===== src/rtl/echo_ranger_scan.sv =====
`default_nettype none
// ============================================================================
// Module   : echo_ranger_scan
// Purpose  : Round-robin trigger / echo-width front end for three ultrasonic
//            rangers; publishes registered per-sensor "object close" flags.
// Revision : 1.0 - initial release
// ============================================================================
module echo_ranger_scan #(
    parameter int TRIG_CYCLES    = 10,
    parameter int NEAR_CYCLES    = 5800,
    parameter int TIMEOUT_CYCLES = 30000,
    parameter int GAP_CYCLES     = 60000,
    parameter int CNT_W          = 16
) (
    input  logic             clk,
    input  logic             rst,
    input  logic             ena,
    input  logic [2:0]       echo,
    output logic [2:0]       trig,
    output logic [2:0]       near,
    output logic             meas_valid,
    output logic [1:0]       meas_idx,
    output logic [CNT_W-1:0] meas_cnt,
    output logic             meas_timeout
);

    typedef enum logic [2:0] {
        S_IDLE      = 3'd0,
        S_TRIG      = 3'd1,
        S_WAIT_RISE = 3'd2,
        S_MEASURE   = 3'd3,
        S_HOLDOFF   = 3'd4
    } state_t;

    localparam logic [CNT_W-1:0] c_cnt_zero  = '0;
    localparam logic [CNT_W-1:0] c_cnt_one   = CNT_W'(1);
    localparam logic [CNT_W-1:0] c_trig_last = CNT_W'(TRIG_CYCLES - 1);
    localparam logic [CNT_W-1:0] c_gap_last  = CNT_W'(GAP_CYCLES - 1);
    localparam logic [CNT_W-1:0] c_to_last   = CNT_W'(TIMEOUT_CYCLES - 1);
    localparam logic [CNT_W-1:0] c_timeout   = CNT_W'(TIMEOUT_CYCLES);
    localparam logic [CNT_W-1:0] c_near      = CNT_W'(NEAR_CYCLES);

    state_t             state_q, state_d;
    logic [1:0]         idx_q, idx_d;
    logic [CNT_W-1:0]   cnt_q, cnt_d;
    logic [2:0]         trig_q, trig_d;
    logic [2:0]         near_q, near_d;
    logic               meas_valid_q, meas_valid_d;
    logic [1:0]         meas_idx_q, meas_idx_d;
    logic [CNT_W-1:0]   meas_cnt_q, meas_cnt_d;
    logic               meas_timeout_q, meas_timeout_d;
    logic [2:0]         sync1_q, sync1_d;
    logic [2:0]         echo_s_q, echo_s_d;

    logic               w_echo_sel;
    logic [1:0]         w_idx_next;
    logic [2:0]         w_idx_onehot;
    logic [2:0]         w_next_onehot;
    logic               w_done;
    logic               w_timeout;
    logic               w_is_near;

    always_comb begin
        sync1_d  = echo;
        echo_s_d = sync1_q;
    end

    always_comb begin
        w_echo_sel = 1'b0;
        case (idx_q)
            2'd0:    w_echo_sel = echo_s_q[0];
            2'd1:    w_echo_sel = echo_s_q[1];
            2'd2:    w_echo_sel = echo_s_q[2];
            default: w_echo_sel = 1'b0;
        endcase
        w_idx_next    = (idx_q == 2'd2) ? 2'd0 : idx_q + 2'd1;
        w_idx_onehot  = 3'b001 << idx_q;
        w_next_onehot = 3'b001 << w_idx_next;
    end

    always_comb begin
        state_d        = state_q;
        idx_d          = idx_q;
        cnt_d          = cnt_q;
        trig_d         = trig_q;
        near_d         = near_q;
        meas_valid_d   = 1'b0;
        meas_idx_d     = meas_idx_q;
        meas_cnt_d     = meas_cnt_q;
        meas_timeout_d = meas_timeout_q;
        w_done         = 1'b0;
        w_timeout      = 1'b0;
        w_is_near      = 1'b0;

        case (state_q)
            S_IDLE: begin
                state_d = S_TRIG;
                cnt_d   = c_cnt_zero;
                trig_d  = w_idx_onehot;
            end
            S_TRIG: begin
                if (cnt_q == c_trig_last) begin
                    state_d = S_WAIT_RISE;
                    cnt_d   = c_cnt_zero;
                    trig_d  = 3'b000;
                end else begin
                    cnt_d = cnt_q + c_cnt_one;
                end
            end
            S_WAIT_RISE: begin
                // The cycle on which the rise is seen already counts as width 1.
                if (w_echo_sel) begin
                    state_d = S_MEASURE;
                    cnt_d   = c_cnt_one;
                end else if (cnt_q >= c_to_last) begin
                    w_done    = 1'b1;
                    w_timeout = 1'b1;
                end else begin
                    cnt_d = cnt_q + c_cnt_one;
                end
            end
            S_MEASURE: begin
                if (!w_echo_sel) begin
                    w_done = 1'b1;
                end else if (cnt_q >= c_to_last) begin
                    w_done    = 1'b1;
                    w_timeout = 1'b1;
                end else begin
                    cnt_d = cnt_q + c_cnt_one;
                end
            end
            S_HOLDOFF: begin
                if (cnt_q == c_gap_last) begin
                    state_d = S_TRIG;
                    cnt_d   = c_cnt_zero;
                    idx_d   = w_idx_next;
                    trig_d  = w_next_onehot;
                end else begin
                    cnt_d = cnt_q + c_cnt_one;
                end
            end
            default: begin
                state_d = S_IDLE;
                cnt_d   = c_cnt_zero;
                trig_d  = 3'b000;
            end
        endcase

        if (w_done) begin
            w_is_near      = !w_timeout && (cnt_q < c_near);
            meas_valid_d   = 1'b1;
            meas_idx_d     = idx_q;
            meas_cnt_d     = w_timeout ? c_timeout : cnt_q;
            meas_timeout_d = w_timeout;
            near_d         = (near_q & ~w_idx_onehot) | (w_idx_onehot & {3{w_is_near}});
            state_d        = S_HOLDOFF;
            cnt_d          = c_cnt_zero;
        end

        // Disable behaves like reset for everything but the synchronisers.
        if (!ena) begin
            state_d        = S_IDLE;
            idx_d          = 2'd0;
            cnt_d          = c_cnt_zero;
            trig_d         = 3'b000;
            near_d         = 3'b000;
            meas_valid_d   = 1'b0;
            meas_idx_d     = 2'd0;
            meas_cnt_d     = c_cnt_zero;
            meas_timeout_d = 1'b0;
        end
    end

    always_ff @(posedge clk) begin
        if (rst) begin
            state_q        <= S_IDLE;
            idx_q          <= 2'd0;
            cnt_q          <= c_cnt_zero;
            trig_q         <= 3'b000;
            near_q         <= 3'b000;
            meas_valid_q   <= 1'b0;
            meas_idx_q     <= 2'd0;
            meas_cnt_q     <= c_cnt_zero;
            meas_timeout_q <= 1'b0;
            sync1_q        <= 3'b000;
            echo_s_q       <= 3'b000;
        end else begin
            state_q        <= state_d;
            idx_q          <= idx_d;
            cnt_q          <= cnt_d;
            trig_q         <= trig_d;
            near_q         <= near_d;
            meas_valid_q   <= meas_valid_d;
            meas_idx_q     <= meas_idx_d;
            meas_cnt_q     <= meas_cnt_d;
            meas_timeout_q <= meas_timeout_d;
            sync1_q        <= sync1_d;
            echo_s_q       <= echo_s_d;
        end
    end

    assign trig         = trig_q;
    assign near         = near_q;
    assign meas_valid   = meas_valid_q;
    assign meas_idx     = meas_idx_q;
    assign meas_cnt     = meas_cnt_q;
    assign meas_timeout = meas_timeout_q;

endmodule
`default_nettype wire


===== config.mk =====
export PLATFORM = sky130hd
export DESIGN_NAME = echo_ranger_scan
export DESIGN_NICKNAME = d
export VERILOG_FILES = /design/src/rtl/echo_ranger_scan.sv
export SDC_FILE = /design/constraint.sdc
export NUM_CORES = 1
export LEC_CHECK = 0
export ABC_AREA = 1
export ABC_CLOCK_PERIOD_IN_PS = 2800
export CAP_MARGIN = 20
export CORE_AREA = 10 10 79 81
export CTS_BUF_LIST = sky130_fd_sc_hd__clkbuf_4
export CTS_CLUSTER_DIAMETER = 200
export DETAILED_ROUTE_END_ITERATION = 10
export DIE_AREA = 0 0 89 91
export PLACE_DENSITY_LB_ADDON = 0.2
export SYNTH_ARGS = -nofsm -noshare
export SYNTH_HDL_FRONTEND = slang
export SYNTH_SLANG_ARGS = --single-unit

===== constraint.sdc =====
create_clock -name clk -period 2.8 [get_ports clk]
set_input_delay 0.28 -clock clk [delete_from_list [all_inputs] [get_ports clk]]
set_output_delay 0.28 -clock clk [all_outputs]
set_load 0.02 [all_outputs]

==> results of run 1 <==
[metrics by stage]
stage               total power [mW]  instances  worst slack, ns  util (%)  instance area (sq um)
floorplan                     0.9089        431            1.142         -                   2910
CTS                            1.295        510           0.5610     69.66                   3247
global route                   1.353        510           0.3025     69.66                   3247
detailed placement            0.9474        502           0.4319     68.38                   3187
global placement              0.9433        502           0.5316     68.38                   3187
finish                         1.297        510           0.5083     69.66                   3247
[flip-flops by register name, summed over array words and instances, names as in the netlist, named ones only]
name and cells:
state_q 3, idx_q 2, meas_idx 2, meas_valid 1, echo_s_q 3, meas_timeout 1, echo_s_d 3, cnt_q 16
trig 3, meas_cnt 16
[cells in the final DEF (no fill, tap or decap), types with 4 or more instances in the layout]
master,n
sky130_fd_sc_hd__nor3_1,6
sky130_fd_sc_hd__a21oi_2,10
sky130_fd_sc_hd__clkbuf_4,7
sky130_fd_sc_hd__a21oi_1,27
sky130_fd_sc_hd__inv_2,8
sky130_fd_sc_hd__nand4_1,4
sky130_fd_sc_hd__nand2_2,9
sky130_fd_sc_hd__nor2_2,5
sky130_fd_sc_hd__nand3_1,47
sky130_fd_sc_hd__clkdlybuf4s50_1,31
sky130_fd_sc_hd__o21ai_0,11
sky130_fd_sc_hd__o21ai_2,8
sky130_fd_sc_hd__nand2_1,102
sky130_fd_sc_hd__dfxtp_1,53
sky130_fd_sc_hd__nor2_1,61
sky130_fd_sc_hd__inv_1,43
[where the power goes]
part / total (mW) / switching, mW / internal [mW]
clock network: 0.362 / 0.243 / 0.119
logic: 0.163 / 0.115 / 0.0482
registers: 0.771 / 0.00697 / 0.764
total: 1.30 / 0.365 / 0.931
[cell usage after synthesis]
master	count	share of area, %
sky130_fd_sc_hd__nand2_1	102	13
sky130_fd_sc_hd__nor2_1	61	7.9
sky130_fd_sc_hd__dfxtp_1	53	36
sky130_fd_sc_hd__nand3_1	47	8.1
sky130_fd_sc_hd__inv_1	43	5.5
sky130_fd_sc_hd__a21oi_1	27	4.6
sky130_fd_sc_hd__o21ai_0	11	1.9
sky130_fd_sc_hd__a21oi_2	10	3.0
sky130_fd_sc_hd__nand2_2	9	1.9
sky130_fd_sc_hd__inv_2	8	1.0
sky130_fd_sc_hd__o21ai_2	8	2.4
sky130_fd_sc_hd__buf_2	6	1.0
sky130_fd_sc_hd__nor3_1	6	1.0
sky130_fd_sc_hd__nor2_2	5	1.1
sky130_fd_sc_hd__buf_4	4	1.0
sky130_fd_sc_hd__buf_6	4	1.5
sky130_fd_sc_hd__nand4_1	4	0.86
sky130_fd_sc_hd__o31ai_1	3	0.77
sky130_fd_sc_hd__clkinv_1	2	0.26
sky130_fd_sc_hd__ha_1	2	0.86
sky130_fd_sc_hd__nand2_4	2	0.77
sky130_fd_sc_hd__o211ai_1	2	0.52
sky130_fd_sc_hd__o22ai_1	2	0.43
sky130_fd_sc_hd__a31oi_1	1	0.22
sky130_fd_sc_hd__clkbuf_1	1	0.13
sky130_fd_sc_hd__inv_4	1	0.22
sky130_fd_sc_hd__nand2_8	1	0.69
sky130_fd_sc_hd__nand3_2	1	0.34
sky130_fd_sc_hd__nand3b_1	1	0.26
sky130_fd_sc_hd__nor2_4	1	0.39
sky130_fd_sc_hd__nor2_8	1	0.69
sky130_fd_sc_hd__o2111ai_1	1	0.30
sky130_fd_sc_hd__o21ai_4	1	0.56
[layout make-up]
| cell class | instances | share of cell area [%] |
|---|---|---|
| inverters | 54 | 6.320 |
| clock inverters | 1 | 0.2312 |
| clock buffers | 7 | 1.618 |
| flip-flops and latches | 53 | 32.68 |
| repair buffers | 32 | 9.788 |
| well taps | 54 | 2.081 |
| multi-input cells | 309 | 47.28 |
[worst min-delay path: cells and delay by family]
kind | cells | cell delay, ns
buffers and inverters | 2 | 0.44
and+or+nand+nor | 1 | 0.03
[per-layer routing]
layer | global-route usage (%) | wire length [um] | vias up
met5 | 0 | 0 | -
met4 | 7.825 | 169 | 0
met3 | 4.647 | 576 | 16
met2 | 30.32 | 3527 | 110
met1 | 22.16 | 3014 | 1294
li1 | - | - | 1429
[kinds of logic (layout without fill, tap and decap cells)]
family / Yosys count / in the layout / synth area share [%]
AOI/OAI and AO/OA: 66 / 66 / 14.75
buffers and inverters: 69 / 94 / 10.79
adders and majority gates: 2 / 2 / 0.8597
DFF: 53 / 53 / 36.46
and+or+nand+nor: 241 / 241 / 37.15
[final timing paths]
| kind | slack (ns) | to | cells after the start | startpoint |
|---|---|---|---|---|
| max | 0.51 | cnt_q[15] | 14 | cnt_q[0] |
| min | 0.39 | echo_s_d[1] | 3 | echo[1] |
| max reg2reg | 0.51 | cnt_q[15] | 14 | cnt_q[0] |
| min reg2reg | 0.42 | echo_s_q[1] | 2 | echo_s_d[1] |
==> run_results.csv, run 1 <==
group,metric,value,unit
floorplanning,pin_count,32,
floorplanning,core-area,4661,sq um
timing,ratio_of_final_minimum_period_to_clock_period,81.85,%
clock_tree,clock_tree.root_cell,"sky130_fd_sc_hd__clkbuf_4",
timing,finalSetupTns,0,ns
clock_tree,postCtsSetupBuffers,0,
critical_path,critical_path.cell_chain,"ha_1 -> nand2_2 -> inv_1 -> nand2_1 -> nor2_1 -> nand2_1 -> nand2_2 -> nand2_2 -> inv_1 -> nand2_1 -> nand3_1 -> nand2_1 -> nand2_1 -> nor2_2",
floorplanning,std_cell_rows,25,
floorplanning,die_x,89,um
placed_design,post-dp-hpwl,5497,um
placed_design,place.gp.congestion,0.9615,
route,route.vias.total,2849,
route,drt.antenna.violating_nets,0,
global_route,largest_net_degree_at_the_start_of_global_routing,19,
yosys,synth_nets,439,
critical_path,crit_path_max_fanout,14,
yosys,synth_warnings,0,
clock_tree,tritoncts,"yes",
route,drtIter0Drc,231,
floorplanning,die_h,91,um
power,pwr_density_cell,399.4,nW/um^2
finish,final_nets,463,
finish,n_antenna_cell,0,
timing,final.min_clock_period,2.292,ns
route,routedWlPerCell,14.29,um
critical_path,cp_slowest_stage_delay,0.50,ns
critical_path,critPathRequiredTime,3.09,ns
power,cellLeakagePower,1.271,nW
timing,clock-skew-final,0.01439,ns
timing,final_hold_violations,0,
global_route,track_usage,18.48,%
outcome,status,"completed",
yosys,ys_seq_elements,53,
clock_tree,htree_num_levels,2,
critical_path,worstPathArrival,2.58,ns
hold_path,hp-class,"input pin to flop",
critical_path,endpoint_kind,"flop",
timing,holdWs,0.3935,ns
global_route,antenna_found_initial,0,
clock_tree,total_number_of_clock_tree_sinks,53,
timing,top_achievable_clock_speed,436.4,MHz
power,irDropWorstVdd,306.7,uV
clock_tree,cts_buffer_depth,2,
critical_path,cpMostUsedCell,"sky130_fd_sc_hd__nand2_1",
clock_tree,insertion_delay,0.39,ns
clock_tree,inserted_clock_buffers,5,
timing,setup-violations-final,0,
global_route,grt-ovfl-total,0,
route,dr.pass1.iters,4,
clock_tree,cts_hold_repair.buffers,0,
clock_tree,post_cts.resized_instances,0,
route,route.final.wire_length,7287,um
finish,multiInputGateArea,1535,sq um
critical_path,critPathKind,"flop to flop",
route,drt_drc_violations_left,0,
finish,fillCellCount,433,
floorplanning,die-area,8099,sq um
yosys,post_synthesis_average_cell_area,6.752,sq um
timing,timing.max_slew.rel_slack,64.93,%
critical_path,cp-start-kind,"flop",
timing,final-max-slew-violation-count,0,
global_route,wire_length_of_the_first_global_routing_pass,12330,um
finish,seq_area,1061,sq um
floorplanning,initial_core_util,62.44,%
timing,worst_pin_slew,0.5254,ns
finish,share_of_layout_cells_above_drive_strength_1,12.50,%
route,vias_per_cell,5.586,
flow_run,drv.max_cap_violation_count,0,
critical_path,top_cell_family_by_delay_on_the_critical_path,"simple AND/OR/NAND/NOR gates",
yosys,syn_inst,431,
yosys,synth-seq-area-share,36.46,%
placed_design,place.port_buffers,31,
clock_tree,path_clk_slew,0.14,ns
global_route,first_global_vias,2695,
yosys,post_synth_num_cell_types,33,
timing,unrepaired_setup_endpoints_after_global_routing,"false",
critical_path,critPathSlowestCell,"sky130_fd_sc_hd__dfxtp_1",
yosys,mappedNetlistArea,2910,sq um
finish,syn_to_final_growth,11.56,%
critical_path,crit_buf_inv,2,
(Power assumes the default switching activity.)
==> inputs of run 2 (changes only) <==
- ABC_CLOCK_PERIOD_IN_PS: 2800 -> 2200
- CORE_AREA: 10 10 79 81 -> 10 10 82 84
- DIE_AREA: 0 0 89 91 -> 0 0 92 94
- clock period: 2.8 -> 2.2 ns (I/O delays scaled with it)
==> run 2 against run 1 <==
Against the previous run:
- routed wire length is 7.9% higher
- global-route usage is 0.050 points higher
- clock power up 27%
- sequential power increased by 27%
- via count down 0.56%
- clock skew hardly changed
- register-to-register slack lost 0.35 ns
- critical endpoint is now cnt_q[7]
- largest power group unchanged
- highest routed layer unchanged
==> run_results.csv, run 2 (same netlist as run 1, synthesis figures left out) <==
group,metric,value,unit
outcome,status,"completed",
critical_path,crit_buf_inv,3,
global_route,grt-ovfl-total,0,
global_route,first_global_vias,2654,
clock_tree,clock_tree.root_cell,"sky130_fd_sc_hd__clkbuf_4",
timing,clock-skew-final,0.01422,ns
critical_path,worst-r2r-setup-slack,0.15,ns
placed_design,place.gp.congestion,0.9535,
floorplanning,std_cell_rows,26,
critical_path,r2r_path_start,"cnt_q[1]",
timing,worst_pin_slew,0.4640,ns
global_route,track_usage,18.53,%
power,combinationalPowerShare,14.5,%
critical_path,cpMostUsedCell,"sky130_fd_sc_hd__nand2_2",
timing,ratio_of_final_minimum_period_to_clock_period,92.99,%
placed_design,post-dp-hpwl,5924,um
global_route,antenna_found_initial,0,
finish,syn_to_final_growth,14.96,%
placed_design,place_area,3287,sq um
timing,unrepaired_setup_endpoints_after_global_routing,"false",
finish,fin_area,3346,sq um
finish,final_nets,472,
placed_design,numPlacedInstances,527,
critical_path,crit_path_end,"cnt_q[7]",
floorplanning,die_x,92,um
clock_tree,tritoncts,"yes",
critical_path,critPathRequiredTime,2.48,ns
clock_tree,inserted_clock_buffers,5,
global_route,largest_net_degree_at_the_start_of_global_routing,19,
timing,final.min_clock_period,2.046,ns
timing,timing.max_slew.rel_slack,69.04,%
power,irDropWorstVdd,370.2,uV
clock_tree,cts_hold_repair.buffers,0,
finish,mostFrequentLayoutCells,"102 x sky130_fd_sc_hd__nand2_1, 61 x sky130_fd_sc_hd__nor2_1, 53 x sky130_fd_sc_hd__dfxtp_1",
finish,instances_no_fill,535,
route,route.vias.total,2833,
critical_path,crit_path_max_fanout,8,
route,drt_drc_violations_left,0,
route,routedWlPerCell,14.70,um
finish,share_of_layout_cells_above_drive_strength_1,14.19,%
critical_path,crit_path_start,"cnt_q[1]",
clock_tree,postCtsSetupBuffers,0,
timing,final_hold_violations,0,
power,power.switching_fraction,28.77,%
clock_tree,post_cts.resized_instances,0,
critical_path,worstPathArrival,2.33,ns
hold_path,hp-class,"input pin to flop",
route,vias_per_cell,5.295,
clock_tree,path_clk_slew,0.16,ns
critical_path,critPathKind,"flop to flop",
critical_path,critPathSlowestCell,"sky130_fd_sc_hd__dfxtp_1",
power,cellLeakagePower,1.325,nW
route,dr.pass1.iters,5,
flow_run,drv.max_cap_violation_count,0,
power,netSwitchingPower,0.4841,mW
critical_path,r2r.worst_path.cells,13,
placed_design,place.port_buffers,31,
clock_tree,htree_num_levels,2,
finish,mostFrequentLayoutCell,"sky130_fd_sc_hd__nand2_1",
route,route.final.wire_length,7863,um
timing,final-max-slew-violation-count,0,
floorplanning,pin_count,32,
route,drt.antenna.violating_nets,0,
clock_tree,cts_buffer_depth,2,
finish,post-route-util,65.93,%
critical_path,top_cell_family_by_delay_on_the_critical_path,"simple AND/OR/NAND/NOR gates",
critical_path,endpoint_kind,"flop",
floorplanning,die_h,94,um
critical_path,critical_path.cell_chain,"ha_1 -> nand2_2 -> inv_1 -> nand2_1 -> nor2_1 -> nand2_1 -> nand2_2 -> nand2_2 -> inv_1 -> buf_12 -> nand3_1 -> nand3_1 -> a21oi_2",
floorplanning,core-area,5075,sq um
floorplanning,die-area,8648,sq um
critical_path,worst-path-stages,13,
floorplanning,initial_core_util,57.35,%
timing,setup-violations-final,0,
power,pwr-share-clk,27.3,%
critical_path,cp_slowest_stage_delay,0.42,ns
critical_path,timing.rr.end,"cnt_q[7]",
global_route,wire_length_of_the_first_global_routing_pass,13160,um
clock_tree,insertion_delay,0.39,ns
power,pwr_density_cell,503.1,nW/um^2
power,share_seq_of_total_power,58.2,%
power,cellInternalPower,1.199,mW
timing,top_achievable_clock_speed,488.8,MHz
route,drtIter0Drc,225,
clock_tree,total_number_of_clock_tree_sinks,53,
finish,n_antenna_cell,0,
critical_path,cp-start-kind,"flop",
timing,finalSetupTns,0,ns
run 2: final cells by class:
class,instances,area (sq um)
Multi-Input combinational cell,309,1535
Clock buffer,6,45.04
Sequential cell,53,1061
Tap cell,70,87.58
Inverter,54,205.2
Timing Repair Buffer,41,397.9
Clock inverter,2,13.76
Fill cell,485,1729
run 2: power groups by stage:
stage | sequential, mW | combinational (mW) | clock, mW
finish | 0.979 | 0.245 | 0.459
global route | 0.982 | 0.265 | 0.511
CTS | 0.980 | 0.240 | 0.473
detailed placement | 1.00 | 0.239 | 0
global placement | 1.00 | 0.243 | 0
floorplan | 1.00 | 0.154 | 0
run 2: per-stage QoR:
| stage | total power, mW | hold WS, ns | setup slack, ns |
|---|---|---|---|
| finish | 1.683 | 0.3373 | 0.1542 |
| global placement | 1.243 | 0.3900 | 0.2709 |
| global route | 1.758 | 0.3266 | 0.06455 |
| detailed placement | 1.239 | 0.3977 | 0.2363 |
| floorplan | 1.157 | 0.2912 | 0.5420 |
| CTS | 1.692 | 0.3220 | 0.2090 |
run 2: worst register-to-register path, delay by kind of cell (launching register included):
family,cells,cell delay [ns]
AOI/OAI and AO/OA,1,0.06
adders and majority gates,1,0.20
buffers and inverters,3,0.46
DFF,1,0.42
and+or+nand+nor,8,0.79
run 2: layer usage:
metal  share of wire (%)  track usage (%)  wire length [um]  vias up
met4                 2.1            7.712               169        0
met3                 8.8            3.997               689       15
li1                    -                -                 -     1444
met2                  45            29.29              3540      131
met1                  44            23.88              3464     1243
met5                   0                0                 0        -
run 2: worst min-delay path by stage:
| stage | startpoint | slack, ns | end | depth (start not counted) |
|---|---|---|---|---|
| after detailed placement | echo_s_d[1] | 0.40 | echo_s_q[1] | 2 |
| final | echo[1] | 0.34 | echo_s_d[1] | 3 |
| after global routing | echo[2] | 0.33 | echo_s_d[2] | 3 |
| after global placement | echo_s_d[0] | 0.39 | echo_s_q[0] | 2 |
| after floorplan | rst | 0.29 | echo_s_d[0] | 1 |
| after CTS | echo[1] | 0.32 | echo_s_d[1] | 3 |
